<file path="config.mk">
export PLATFORM = sky130hd
export DESIGN_NAME = iddr_word_gearbox
export DESIGN_NICKNAME = d
export VERILOG_FILES = /design/src/rtl/iddr_word_gearbox_pkg.sv /design/src/rtl/iddr_word_gearbox_train.sv /design/src/rtl/iddr_word_gearbox.sv
export SDC_FILE = /design/constraint.sdc
export NUM_CORES = 1
export LEC_CHECK = 0
export ABC_AREA = 1
export CAP_MARGIN = 20
export CELL_PAD_IN_SITES_DETAIL_PLACEMENT = 0
export CELL_PAD_IN_SITES_GLOBAL_PLACEMENT = 1
export CORE_UTILIZATION = 40
export DETAILED_ROUTE_END_ITERATION = 8
export GPL_ROUTABILITY_DRIVEN = 0
export PLACE_DENSITY_LB_ADDON = 0.1
export SYNTH_ARGS = -nofsm -noshare
export SYNTH_HDL_FRONTEND = slang
export SYNTH_SLANG_ARGS = --single-unit
</file>
<file path="constraint.sdc">
create_clock -name SCLK -period 2.8 [get_ports SCLK]
set_clock_uncertainty 0.2 [all_clocks]
set_input_delay 0.56 -clock SCLK [delete_from_list [all_inputs] [get_ports SCLK]]
set_output_delay 0.56 -clock SCLK [all_outputs]
set_load 0.005 [all_outputs]
</file>
<file path="src/rtl/iddr_word_gearbox_pkg.sv">
// Shared definitions for the IDDR word gearbox: training state encodings and
// the slip-offset counter width.
package iddr_word_gearbox_pkg;

    localparam int SLIP_W = 4;

    typedef enum logic [2:0] {
        ST_PASS   = 3'd0,
        ST_HUNT   = 3'd1,
        ST_SETTLE = 3'd2,
        ST_VERIFY = 3'd3,
        ST_FAIL   = 3'd4
    } train_state_t;

endpackage

</file>
<file path="src/rtl/iddr_word_gearbox_train.sv">
// Alignment training FSM: hunts for TRAIN_PAT by slipping one bit per try,
// then demands LOCK_COUNT consecutive matches before declaring lock.
module iddr_gear_train
    import iddr_word_gearbox_pkg::*;
#(
    parameter int WIDTH      = 8,
    parameter int LOCK_COUNT = 4
) (
    input  logic i_clk,
    input  logic i_rst,
    input  logic i_word_done,
    input  logic i_word_match,
    input  logic i_train_en,
    output logic o_slip,
    output logic o_locked,
    output logic o_train_err,
    output logic o_pass_mode
);

    localparam logic [SLIP_W-1:0] TRIES_LAST = SLIP_W'(WIDTH - 1);
    localparam logic [3:0]        MATCH_LAST = 4'(LOCK_COUNT - 1);

    train_state_t      r_state, w_state_nxt;
    logic              r_train_q;
    logic [SLIP_W-1:0] r_tries, w_tries_nxt;
    logic [3:0]        r_match_cnt, w_match_nxt;
    logic              r_locked, w_locked_nxt;
    logic              r_err, w_err_nxt;

    always_ff @(posedge i_clk) begin
        if (i_rst) begin
            r_state     <= ST_PASS;
            r_train_q   <= 1'b0;
            r_tries     <= '0;
            r_match_cnt <= '0;
            r_locked    <= 1'b0;
            r_err       <= 1'b0;
        end else begin
            r_state     <= w_state_nxt;
            r_train_q   <= i_train_en;
            r_tries     <= w_tries_nxt;
            r_match_cnt <= w_match_nxt;
            r_locked    <= w_locked_nxt;
            r_err       <= w_err_nxt;
        end
    end

    always_comb begin
        w_state_nxt  = r_state;
        w_tries_nxt  = r_tries;
        w_match_nxt  = r_match_cnt;
        w_locked_nxt = r_locked;
        w_err_nxt    = r_err;
        o_slip       = 1'b0;
        case (r_state)
            ST_PASS: begin
                if (i_train_en && !r_train_q) begin
                    w_locked_nxt = 1'b0;
                    w_err_nxt    = 1'b0;
                    w_tries_nxt  = '0;
                    w_match_nxt  = '0;
                    w_state_nxt  = ST_HUNT;
                end
            end
            ST_HUNT: begin
                if (!i_train_en) begin
                    w_locked_nxt = 1'b0;
                    w_state_nxt  = ST_PASS;
                end else if (i_word_done) begin
                    if (i_word_match) begin
                        w_match_nxt = 4'd1;
                        if (LOCK_COUNT == 1) begin
                            w_locked_nxt = 1'b1;
                            w_state_nxt  = ST_PASS;
                        end else begin
                            w_state_nxt = ST_VERIFY;
                        end
                    end else if (r_tries == TRIES_LAST) begin
                        w_err_nxt   = 1'b1;
                        w_state_nxt = ST_FAIL;
                    end else begin
                        o_slip      = 1'b1;
                        w_tries_nxt = r_tries + 1'b1;
                        w_state_nxt = ST_SETTLE;
                    end
                end
            end
            ST_SETTLE: begin
                // The word straddling the slip is meaningless; skip it.
                if (!i_train_en) begin
                    w_locked_nxt = 1'b0;
                    w_state_nxt  = ST_PASS;
                end else if (i_word_done) begin
                    w_state_nxt = ST_HUNT;
                end
            end
            ST_VERIFY: begin
                if (!i_train_en) begin
                    w_locked_nxt = 1'b0;
                    w_state_nxt  = ST_PASS;
                end else if (i_word_done) begin
                    if (i_word_match) begin
                        w_match_nxt = r_match_cnt + 1'b1;
                        if (r_match_cnt == MATCH_LAST) begin
                            w_locked_nxt = 1'b1;
                            w_state_nxt  = ST_PASS;
                        end
                    end else begin
                        w_match_nxt = '0;
                        w_state_nxt = ST_HUNT;
                    end
                end
            end
            ST_FAIL: begin
                if (!i_train_en) w_state_nxt = ST_PASS;
            end
            default: w_state_nxt = ST_PASS;
        endcase
    end

    assign o_locked    = r_locked;
    assign o_train_err = r_err;
    assign o_pass_mode = (r_state == ST_PASS);

endmodule

</file>
<file path="src/rtl/iddr_word_gearbox.sv">
// Assembles IDDR QA/QB pairs into WIDTH-bit words with a selectable bit
// offset; the training sub-module picks the offset that yields TRAIN_PAT.
module iddr_word_gearbox
    import iddr_word_gearbox_pkg::*;
#(
    parameter int               WIDTH      = 8,
    parameter logic [WIDTH-1:0] TRAIN_PAT  = WIDTH'(8'hA5),
    parameter int               LOCK_COUNT = 4
) (
    input  logic              SCLK,
    input  logic              RSTB,
    input  logic              QA,
    input  logic              QB,
    input  logic              EN,
    input  logic              TRAIN_EN,
    output logic [WIDTH-1:0]  DOUT,
    output logic              DVALID,
    output logic              LOCKED,
    output logic              TRAIN_ERR,
    output logic [SLIP_W-1:0] SLIP_CNT
);

    localparam int                PH_W      = (WIDTH / 2 > 1) ? $clog2(WIDTH / 2) : 1;
    localparam logic [PH_W-1:0]   PH_LAST   = PH_W'(WIDTH / 2 - 1);
    localparam logic [SLIP_W-1:0] SLIP_LAST = SLIP_W'(WIDTH - 1);

    logic [2*WIDTH-1:0] r_hist;
    logic [PH_W-1:0]    r_phase;
    logic [SLIP_W-1:0]  r_slip_cnt;
    logic [WIDTH-1:0]   r_dout;
    logic               r_dvalid;

    logic [2*WIDTH-1:0] w_hist_nxt;
    logic [WIDTH-1:0]   w_word;
    logic               w_word_done;
    logic               w_slip;
    logic               w_pass_mode;

    // Newest pair enters at the bottom, so older bits sit at higher indices.
    assign w_hist_nxt  = {r_hist[2*WIDTH-3:0], QA, QB};
    assign w_word      = w_hist_nxt[r_slip_cnt +: WIDTH];
    assign w_word_done = EN && (r_phase == PH_LAST);

    always_ff @(posedge SCLK) begin
        if (RSTB) begin
            r_hist     <= '0;
            r_phase    <= '0;
            r_slip_cnt <= '0;
            r_dout     <= '0;
            r_dvalid   <= 1'b0;
        end else begin
            if (EN) begin
                r_hist  <= w_hist_nxt;
                r_phase <= w_word_done ? '0 : r_phase + 1'b1;
            end
            if (w_slip) r_slip_cnt <= (r_slip_cnt == SLIP_LAST) ? '0 : r_slip_cnt + 1'b1;
            r_dvalid <= w_word_done && w_pass_mode;
            if (w_word_done && w_pass_mode) r_dout <= w_word;
        end
    end

    iddr_gear_train #(
        .WIDTH      (WIDTH),
        .LOCK_COUNT (LOCK_COUNT)
    ) u_train (
        .i_clk        (SCLK),
        .i_rst        (RSTB),
        .i_word_done  (w_word_done),
        .i_word_match (w_word == TRAIN_PAT),
        .i_train_en   (TRAIN_EN),
        .o_slip       (w_slip),
        .o_locked     (LOCKED),
        .o_train_err  (TRAIN_ERR),
        .o_pass_mode  (w_pass_mode)
    );

    assign DOUT     = r_dout;
    assign DVALID   = r_dvalid;
    assign SLIP_CNT = r_slip_cnt;

endmodule

</file>
Word-level counts from Yosys, hierarchy flattened
Index checks and enable logic that the tools add are counted.

storage, ports and cells
  register bits = 43
  input port bits = 6
  output and inout bits = 15
  logic and storage cells = 101

cells by class
  $add $sub $neg = 4
  eq/ne operators = 26
  shift-type cells = 1
  multiplexer cells = 45
  reduce and logical (&&, ||, !) cells = 14

operators by type and width
  kind                   count
  $mux W4                12
  $mux W3                12
  $reduce_and A6 Y1      4
  $ne A2 B2 Y1 const B   8
  $shiftx A16 B5 Y8      1
  $mux W1                15
  $pmux W3 S5            1
  $add A4 B1 Y4 const B  3
  $pmux W4 S3            1
  $ne A3 B3 Y1 const B   3
  $eq A4 B3 Y1 const B   2
  $eq A8 B8 Y1 const B   1
  $pmux W4 S2            1
  $reduce_and A7 Y1      1
  $eq A3 B2 Y1 const B   2
  $ne A2 B1 Y1 const B   3
  $ne A3 B2 Y1 const B   2
  $reduce_bool A3 Y1     2
  $eq A4 B2 Y1 const B   1
  $ne A4 B4 Y1 const B   1
  $eq A3 B1 Y1 const B   1
  $eq A3 B3 Y1 const B   1
  $logic_and A1 B1 Y1    3
  $logic_not A3 Y1       1
  other kinds (8)        8

Logic depth before layout (Yosys ltp)
  word-level depth = 6
  depth in mapped cells = 17
  depth with buffers taken out = 15

Hierarchy
A second synthesis with hierarchy kept.

unflattened totals
  cells, all modules = 416
  area, all modules = 2697.6 µm²

modules (own cells, without submodules)
  module             times used  cells an instance  area an instance (µm²)  sequential area each (µm²)
  iddr_word_gearbox  1           255                1690.4                  580.6
  iddr_gear_train    1           161                1007.2                  280.3

Least setup slack after synthesis
OpenSTA, ideal clock, no wires.

  path kind = in2reg
  start = in EN
  end = reg u_train.r_match_cnt[2]
  library setup time = 0.070 ns
  data arrival time = 1.807 ns
  data required time = 2.530 ns
  setup slack = 0.723 ns
  stages = 9
  buffers on the path = 1
  cell sequence = clkbuf_1 -> nand2_1 -> inv_1 -> a21oi_1 -> a211oi_1 -> nand2_2 -> nor2_2 -> nand2_1 -> a21oi_1

on the way
  cells in the longest elaborated chain, start to end = 3
  elaborated cells between the ends (all ways) = 4
  those cells by class = 2 x eq/ne; 2 x reduce/logical

ends and longest elaborated chain
  what                             line                           RTL
  from (decl)                      iddr_word_gearbox.sv:14        input logic EN,
  $logic_and A1 B1 Y1 (*)          iddr_word_gearbox.sv:42        assign w_word_done = EN && (r_phase == PH_LAST);
  $ne A2 B2 Y1 (no line)           -
  $reduce_and A7 Y1 (no line) (*)  -
  to (signal assigned)             iddr_word_gearbox_train.sv:42  r_match_cnt <= w_match_nxt;
  to (decl)                        iddr_word_gearbox_train.sv:26  logic [3:0] r_match_cnt, w_match_nxt;

Mark *: on every way between the ends. The rest lies on a longest branch, timed or not.
A chain may end at the register's enable or synchronous reset.

Final worst setup path
  start = reg r_slip_cnt[1], in the netlist SLIP_CNT[1]
  end = out SLIP_CNT[1]

RTL lines
  what                    line                     RTL
  from (decl)             iddr_word_gearbox.sv:29  logic [SLIP_W-1:0] r_slip_cnt;
  from (signal assigned)  iddr_word_gearbox.sv:56  if (w_slip) r_slip_cnt <= (r_slip_cnt == SLIP_LAST) ? '0 : r_slip_cnt + 1'b1;
  to (decl)               iddr_word_gearbox.sv:20  output logic [SLIP_W-1:0] SLIP_CNT

No word-level cell between the ends.

==> flow_summary.yaml <==
run_status:
  status: "complete, no violations"
sta:
  min_period_ns: 2.46
  fin_tns_setup_ns: 0
  post-route-period-util_pct: 87.7
  tightestPinTransition_ns: 0.688
  setup_viol: 0
  hold_viol: 0
  relSlewSlack_pct: 54.1
  grt_setup_unrepaired: "no"
  fmax_mhz: 407
  drv_slew: 0
synthesis:
  yosys_warnings: 0
  synth_cell_types: 30
  syn_inst: 390
  synth_area_per_cell_sq_um: 6.38
  ys_ff_latch: 43
  yosysSeqAreaShare_pct: 34.6
  syn-num-nets: 400
  synth_area_sq_um: 2490
min_path:
  worstHoldStart: "u_train.o_train_err"
  hold_path_class: "reg -> reg"
global_routing:
  grt_max_degree: 27
  grt_pass1_wl_um: 10500
  grtUsageTotal_pct: 20.4
  grt_remaining_overflow: 0
  antenna_found_initial: 0
  grt_pass1_vias: 2271
clock_network:
  cts_resized: 0
  clock_sinks: 43
  clk_pin_slew_worst_paths_ns: 0.09
  hold_buffers: 0
  post-cts-setup-buffer-count: 0
  cts-root-buf: "clkbuf_8"
  cts_tree: "yes"
  cts_buffers: 5
  cts_buffer_depth: 2
  htreeDepth: 2
  clkLatencyLatePin_ns: 0.29
layout:
  diodes: 0
  finish.net_count: 419
  mostFrequentLayoutCell: "nand2_1"
  layout-drive-gt1-share_pct: 7.80
  syn2layout_area_growth_pct: 15.0
  layout_common_cells: "79 x nand2_1, 66 x nand3_1, 55 x nor2_1"
floorplan:
  fp.dieW_um: 80.9
  ios: 21
  core_area_sq_um: 5960
  rows: 28
  die-area_sq_um: 6540
  die_h_um: 80.9
  initial_core_util_pct: 41.8
routing:
  firstDrtPassIters: 4
  wl_per_cell_um: 12.7
  drc: 0
  drt_iter0_drc: 157
  ant_nets: 0
  routed_wl_um: 6160
  vias_per_cell: 5.15
  via_count: 2499
pwr:
  power_uw: 1680
  power_leakage_uw: 0.00124
  power.density_nw_per_um2: 587
  peakVddDrop_mv: 0.292
critical_path:
  crit_type: "reg -> out"
  worst_ep_required_time_ns: 2.04
  cp_max_fo: 15
  reg2reg_depth: 11
  r2r_slack_ns: 0.39
  slowest_stage: "dfxtp_1"
  cp-endpoint: "SLIP_CNT[1]"
  cp-start-kind: "flop"
  reg2reg_to: "u_train.r_state[1]"
  slowest_delay_ns: 0.69
  rr_startpoint: "SLIP_CNT[1]"
  startpoint: "SLIP_CNT[1]"
  crit_path_end_kind: "output port"
  crit_chain: "buf_4 -> clkdlybuf4s50_1"
  cp.arrival_ns: 1.70
job:
  drv_cap: 0
placement:
  dp_hpwl_um: 4520
  port_buffers: 20
[state kept, by name, indices dropped and copies added (netlist names), 2 cells and up]
| signal | cells |
|---|---|
| r_hist | 14 |
| DOUT | 8 |
| SLIP_CNT | 4 |
| u_train.r_match_cnt | 4 |
| u_train.r_tries | 4 |
| u_train.r_state | 3 |
| r_phase | 2 |
[how the worst min path moves through the flow]
stage	end	slack, ns	depth (start not counted)
after floorplan	u_train.o_train_err	0.26	2
after global placement	u_train.o_train_err	0.25	2
after detailed placement	u_train.o_train_err	0.26	2
after CTS	u_train.o_train_err	0.28	2
after global routing	u_train.o_train_err	0.29	2
final	u_train.o_train_err	0.28	2
[power by group]
group | switching, uW | internal [uW] | leakage, uW
sequential | 49.9 | 663 | 0.000351
combinational | 332 | 195 | 0.000838
clock | 217 | 225 | 0.0000505
[metal layers]
layer  GRT usage (%)  up-vias  part of all wire [%]
li1                -     1315                     -
met1            29.1     1133                    52
met2            31.8       49                    44
met3            3.71        2                   3.8
met4            4.11        0                  0.44
met5               0        -                     0
[worst max-delay path, delay by kind of cell, from the launching register on]
| family | cells | cell delay (ns) |
|---|---|---|
| buffers and inverters | 2 | 0.72 |
| DFF | 1 | 0.69 |
[area by class of cell]
type                       instances  area, sq um
sequential                        43          861
timing repair buffer              27          253
inverter                          38          148
tap                               75         93.8
multi-input combinational        294         1410
clock buffer                       7         96.3
clock inverter                     1         7.51
fill                             651         3090
[logic make-up after synthesis]
| kind of cell | count (synthesis) | synth area share, % |
|---|---|---|
| and+or+nand+nor | 220 | 38.9 |
| AOI/OAI and AO/OA | 65 | 13.8 |
| buffers and inverters | 53 | 8.99 |
| DFF | 43 | 34.6 |
| xor gates and xnor gates | 5 | 1.76 |
| adders and majority gates | 4 | 2.01 |
[stage by stage]
stage,std cells,instance area (sq um),hold WS [ns],utilization (%),setup WS [ns]
after floorplan,390,2490,0.255,-,0.723
after global placement,477,2760,0.251,46.3,0.214
after detailed placement,477,2760,0.261,46.3,0.158
after CTS,485,2860,0.276,48.1,0.319
after global routing,485,2860,0.294,48.1,0.122
final,485,2860,0.277,48.1,0.343
[cell usage after synthesis]
master	number	area share [%]
a211oi_1	2	0.60
a21oi_1	27	5.4
a31oi_1	3	0.75
buf_1	2	0.30
buf_2	4	0.80
buf_4	2	0.60
buf_6	1	0.45
clkbuf_1	6	0.90
dfxtp_1	43	35
ha_1	4	2.0
inv_1	34	5.1
inv_2	2	0.30
inv_4	2	0.50
nand2_1	79	12
nand2_2	3	0.75
nand2_4	1	0.45
nand3_1	66	13
nand3b_1	1	0.30
nor2_1	55	8.3
nor2_2	6	1.5
nor2_4	1	0.45
nor3_1	3	0.60
nor3b_1	2	0.60
nor4_1	2	0.50
o21a_1	2	0.60
o21ai_0	30	6.0
o21ai_2	1	0.35
or2_2	1	0.25
xnor2_1	1	0.35
xor2_1	4	1.4
(Power assumes the default switching activity.)
==> RTL edit 1: new RTL, config.mk and constraints unchanged <==
Add an input register stage for `QA`, `QB`, `EN` and `TRAIN_EN`, with the module's reset; this delays them by one clock.
--- a/src/rtl/iddr_word_gearbox.sv
+++ b/src/rtl/iddr_word_gearbox.sv
@@ -24,6 +24,25 @@
     localparam logic [PH_W-1:0]   PH_LAST   = PH_W'(WIDTH / 2 - 1);
     localparam logic [SLIP_W-1:0] SLIP_LAST = SLIP_W'(WIDTH - 1);
 
+    logic QA_q;
+    logic QB_q;
+    logic EN_q;
+    logic TRAIN_EN_q;
+
+    always_ff @(posedge SCLK) begin
+        if (RSTB) begin
+            QA_q       <= '0;
+            QB_q       <= '0;
+            EN_q       <= '0;
+            TRAIN_EN_q <= '0;
+        end else begin
+            QA_q       <= QA;
+            QB_q       <= QB;
+            EN_q       <= EN;
+            TRAIN_EN_q <= TRAIN_EN;
+        end
+    end
+
     logic [2*WIDTH-1:0] r_hist;
     logic [PH_W-1:0]    r_phase;
     logic [SLIP_W-1:0]  r_slip_cnt;
@@ -37,9 +56,9 @@
     logic               w_pass_mode;
 
     // Newest pair enters at the bottom, so older bits sit at higher indices.
-    assign w_hist_nxt  = {r_hist[2*WIDTH-3:0], QA, QB};
+    assign w_hist_nxt  = {r_hist[2*WIDTH-3:0], QA_q, QB_q};
     assign w_word      = w_hist_nxt[r_slip_cnt +: WIDTH];
-    assign w_word_done = EN && (r_phase == PH_LAST);
+    assign w_word_done = EN_q && (r_phase == PH_LAST);
 
     always_ff @(posedge SCLK) begin
         if (RSTB) begin
@@ -49,7 +68,7 @@
             r_dout     <= '0;
             r_dvalid   <= 1'b0;
         end else begin
-            if (EN) begin
+            if (EN_q) begin
                 r_hist  <= w_hist_nxt;
                 r_phase <= w_word_done ? '0 : r_phase + 1'b1;
             end
@@ -67,7 +86,7 @@
         .i_rst        (RSTB),
         .i_word_done  (w_word_done),
         .i_word_match (w_word == TRAIN_PAT),
-        .i_train_en   (TRAIN_EN),
+        .i_train_en   (TRAIN_EN_q),
         .o_slip       (w_slip),
         .o_locked     (LOCKED),
         .o_train_err  (TRAIN_ERR),
Check against the original RTL: not equivalent (a bounded check fails within 10 cycles, from zero or initial values and one cycle with RSTB high).
==> RTL edit 1 against the original RTL <==
Wire length increased by 12%; combinational power increased by 52%; clock power decreased by 7.7%; synthesized cell count increased by 8.5%; sequential cell count increased by 4; final area increased by 11%; setup slack improved by 110 ps; area after synthesis increased by 13%; count of clock-buffer cells in the layout unchanged; total power increased by 22%; critical path depth increased by 8; critical endpoint is now u_train.r_match_cnt[2]; largest cell class unchanged; largest power group unchanged.
==> RTL edit 1: results (changes against the original RTL) <==
Outcome
  • Run status: finished, final reports clean

Synth
  • Synth cell count leaders: nand2_1, nor2_1, nand3_1
  • Ranking of synthesized cells by area: dfxtp_1, nand3_1, nand2_1, nor2_1, o21ai_0
  • Post-synthesis sequential area ratio: 33.5% (-1.1 points)
  • Synthesized area: 2810 um2 (+13%)
  • Gate Count Post-Synth: 423 (+8.5%)

GRT
  • First-pass GRT wire length: 11,900 um (+13%)
  • Global routing met1 resource utilization: 29.6% (+0.51 points)
  • Vias in the first global route: 2,493 (+9.8%)
  • Met2 Track Usage GR: 30.6% (-1.1 points)

STA
  • Slew @ Worst Pin: 756 ps (+68.4 ps)

Placement
  • Placed Instance Area: 3100 um2 (+12%)
  • Pre-CTS WS: 518 ps (+360 ps)

Final layout
  • Multi-input gate share of total cell area: 50.6% (+1.5 points)
  • Non-CTS buffers: 28 (+3.7%)
  • Fraction of cell area in non-clock buffers: 8.17% (-0.65 points)
  • # nets final: 454 (+8.4%)
  • Layout fillers: 714 (+9.7%)

Power
  • Power Dens Cells: 644 nW/um2 (+9.7%)
  • IR drop worst, VDD: 0.000408 V (+40%)
  • Switch share: 40.5% (+4.9 points)
  • Switch Pwr: 832 uW (+39%)

Detailed routing
  • Initial drt markers: 174 (+11%)
  • Routed len/inst: 12.7 um (+0.27%)
  • Vias/cell: 5.02 (-2.6%)

Clock tree
  • Clock Sink Count: 47 (+9.3%)
## RTL edit 1: final timing paths
check | start | to | slack, ps | cells after the start
max reg2reg | u_train.r_state[2] | u_train.r_match_cnt[2] | 450 | 10
min | u_train.o_train_err | u_train.o_train_err | 270 | 2
max | u_train.r_state[2] | u_train.r_match_cnt[2] | 450 | 10
min reg2reg | u_train.o_train_err | u_train.o_train_err | 270 | 2
## RTL edit 1: per-layer routing
layer / wire length [um] / vias up / part of all wire, %
li1: - / 1424 / -
met1: 3660 / 1226 / 53
met2: 2920 / 58 / 42
met3: 239 / 7 / 3.5
met4: 68 / 0 / 0.99
met5: 0 / - / 0
## RTL edit 1: logic make-up (layout without fill, tap and decap cells)
group           after synthesis  after routing  share of synthesized area (%)
simple gates                264            264                           45.3
buf+inv                      57             79                           9.09
compound gates               47             47                           9.05
flops                        47             47                           33.5
fa+ha+maj                     4              4                           1.78
xor+xnor                      4              4                           1.25
==> RTL edit 2: new RTL, same flow settings <==
Without the edit above. `WIDTH` is set to 8 in 2 places; all go to 16.
--- a/src/rtl/iddr_word_gearbox_train.sv
+++ b/src/rtl/iddr_word_gearbox_train.sv
@@ -3,7 +3,7 @@
 module iddr_gear_train
     import iddr_word_gearbox_pkg::*;
 #(
-    parameter int WIDTH      = 8,
+    parameter int WIDTH      = 16,
     parameter int LOCK_COUNT = 4
 ) (
     input  logic i_clk,
--- a/src/rtl/iddr_word_gearbox.sv
+++ b/src/rtl/iddr_word_gearbox.sv
@@ -3,7 +3,7 @@
 module iddr_word_gearbox
     import iddr_word_gearbox_pkg::*;
 #(
-    parameter int               WIDTH      = 8,
+    parameter int               WIDTH      = 16,
     parameter logic [WIDTH-1:0] TRAIN_PAT  = WIDTH'(8'hA5),
     parameter int               LOCK_COUNT = 4
 ) (
Interface: changed (resized DOUT); port bits go from 21 to 29. No check against the original RTL was run, so the function may have changed too.
==> RTL edit 2 against the original RTL <==
Non-clock buffer count rose by 19; register-to-register slack lost 60 ps; synthesized cell count grew 69%; total power grew 70%; via count increased by 67%; final area rose by 64%; sequential cell count up 24; setup slack got worse by 9.0 ps; area after synthesis up 62%; count of clock-buffer cells in the layout increased by 4; wire length rose by 71%; clock power is 88% higher; largest power group unchanged; combinational power is 66% higher.
==> RTL edit 2: results (changes against the original RTL) <==
Critical path
  • R2R depth: 16 (+5)
  • Setup slack, reg-to-reg: 330 ps (-60 ps)
  • Crit path arrival time: 2510 ps (+810 ps)
  • Max FO, Critical Path: 32 (+17)
  • CP top delay family: simple AND/OR/NAND/NOR gates
  • Worst Setup EP: u_train.r_match_cnt[1]
  • CP max stage delay: 400 ps (-290 ps)
  • Worst setup path startpoint: SLIP_CNT[0]

GRT
  • Met2 Track Usage GR: 33.5% (+1.7 points)
  • First-pass GRT wire length: 17,700 um (+69%)
  • Global routing met1 resource utilization: 30.5% (+1.4 points)
  • Gr usage total: 21.5% (+1.2 points)
  • Largest net degree at the start of global routing: 35 (+30%)
  • Vias in the first global route: 3,809 (+68%)
  • Initial antenna violation count: 0 (unchanged)
  • Met3 usage: 3.69% (-0.014 points)

Final layout
  • Inverter count: 48 (+26%)
  • Final cell count without fillers: 820 (+69%)
  • Clock buf count: 11 (+4)
  • Share of post-route cells with drive strength above 1: 7.57% (-0.24 points)
  • # nets final: 693 (+65%)
  • Layout clock area frac: 4.31% (+0.69 points)
  • Multi-input gate share of total cell area: 50.0% (+0.90 points)
  • Fraction of cell area in non-clock buffers: 9.53% (+0.71 points)
  • Non-CTS buffers: 46 (+70%)
  • Layout fillers: 1,069 (+64%)
  • Max reg flops: 29 (+15)
  • Comb_multi_in: 510 (+73%)
  • Register area: 1340 um2 (+56%)

Placement
  • Placed Instances: 803 (+68%)
  • HPWL Detailed: 7840 um (+73%)
  • PortBufs: 28 (+40%)

Power
  • Clock share of power: 29.0% (+2.8 points)
  • Int Power: 1.83 mW (+69%)
  • IR drop worst, VDD: 0.000274 V (-6.0%)
  • Seq. pwr: 1.15 mW (+61%)
  • Leakage power total: 2.12 nW (+71%)

STA
  • Slew @ Worst Pin: 513 ps (-175 ps)

Detailed routing
  • Routed len/inst: 12.9 um (+1.2%)
  • Metal3 WL: 294 um (+27%)
  • Wire length on met2: 4590 um (+69%)
  • Initial drt markers: 239 (+52%)
  • Vias/cell: 5.08 (-1.5%)
  • Metal-1 WL: 5540 um (+73%)

Clock tree
  • Num CTS Buffers: 9 (+4)
  • Clock Sink Count: 67 (+56%)
  • H-tree depth: 3 (+1)
  • Clk Latency, worst-skew pair: 350 ps (+60 ps)

Synth
  • Synth cell types: 34 (+13%)
  • Post-synthesis sequential area ratio: 33.3% (-1.3 points)
  • Mapped Nets: 669 (+67%)
  • Syn_area_per_cell: 6.13 um2 (-4.0%)
  • Synth cell count leaders: nand2_1, nand3_1, nor2_1
  • Ranking of synthesized cells by area: dfxtp_1, nand3_1, nand2_1, nor2_1, o21ai_0

Outcome
  • Run status: finished, final reports clean
RTL edit 2: cell count changes in the layout (fill, tap and decap cells not counted), moves of 5 or more:
cell,delta
nand2_1,+81
nand3_1,+57
nor2_1,+55
dfxtp_1,+24
o21ai_0,+17
buf_4,+8
clkdlybuf4s50_1,+8
inv_1,+8
a21oi_1,-5
o21bai_1,+5
RTL edit 2: cells by family after synthesis:
kind of cell,Yosys count,synth area share [%]
buf+inv,81,8.68
flops,67,33.3
simple gates,415,43.8
compound gates,87,12.0
fa+ha+maj,5,1.55
xor+xnor,3,0.651
RTL edit 2: metrics by stage:
| step | total power, mW | area [um2] | hold slack (ps) | worst slack (ps) |
|---|---|---|---|---|
| after floorplan | 1.84 | 4030 | 244 | 662 |
| after global placement | 2.04 | 4450 | 251 | 103 |
| after detailed placement | 2.04 | 4450 | 263 | 6.40 |
| after CTS | 2.88 | 4650 | 281 | 135 |
| after global routing | 3.08 | 4700 | 302 | 27.9 |
| final | 2.86 | 4700 | 273 | 334 |
RTL edit 2: repair_timing:
action | in CTS | in global routing
hold buffers | 0 | 0
setup buffers | 0 | 1
resized for setup | 0 | 9
endpoints found under the setup margin | 0 | 16
RTL edit 2: how the worst min path moves through the flow:
| stage | cells after the start | slack [ps] | start | end |
|---|---|---|---|---|
| 2_1_floorplan | 1 | 240 | r_phase[0] | r_phase[0] |
| 5_1_grt | 1 | 300 | u_train.o_train_err | u_train.o_train_err |
| 3_3_place_gp | 1 | 250 | u_train.o_train_err | u_train.o_train_err |
| 4_1_cts | 1 | 280 | u_train.o_train_err | u_train.o_train_err |
| 6_report | 1 | 270 | u_train.o_train_err | u_train.o_train_err |
| 3_5_place_dp | 1 | 260 | u_train.o_train_err | u_train.o_train_err |
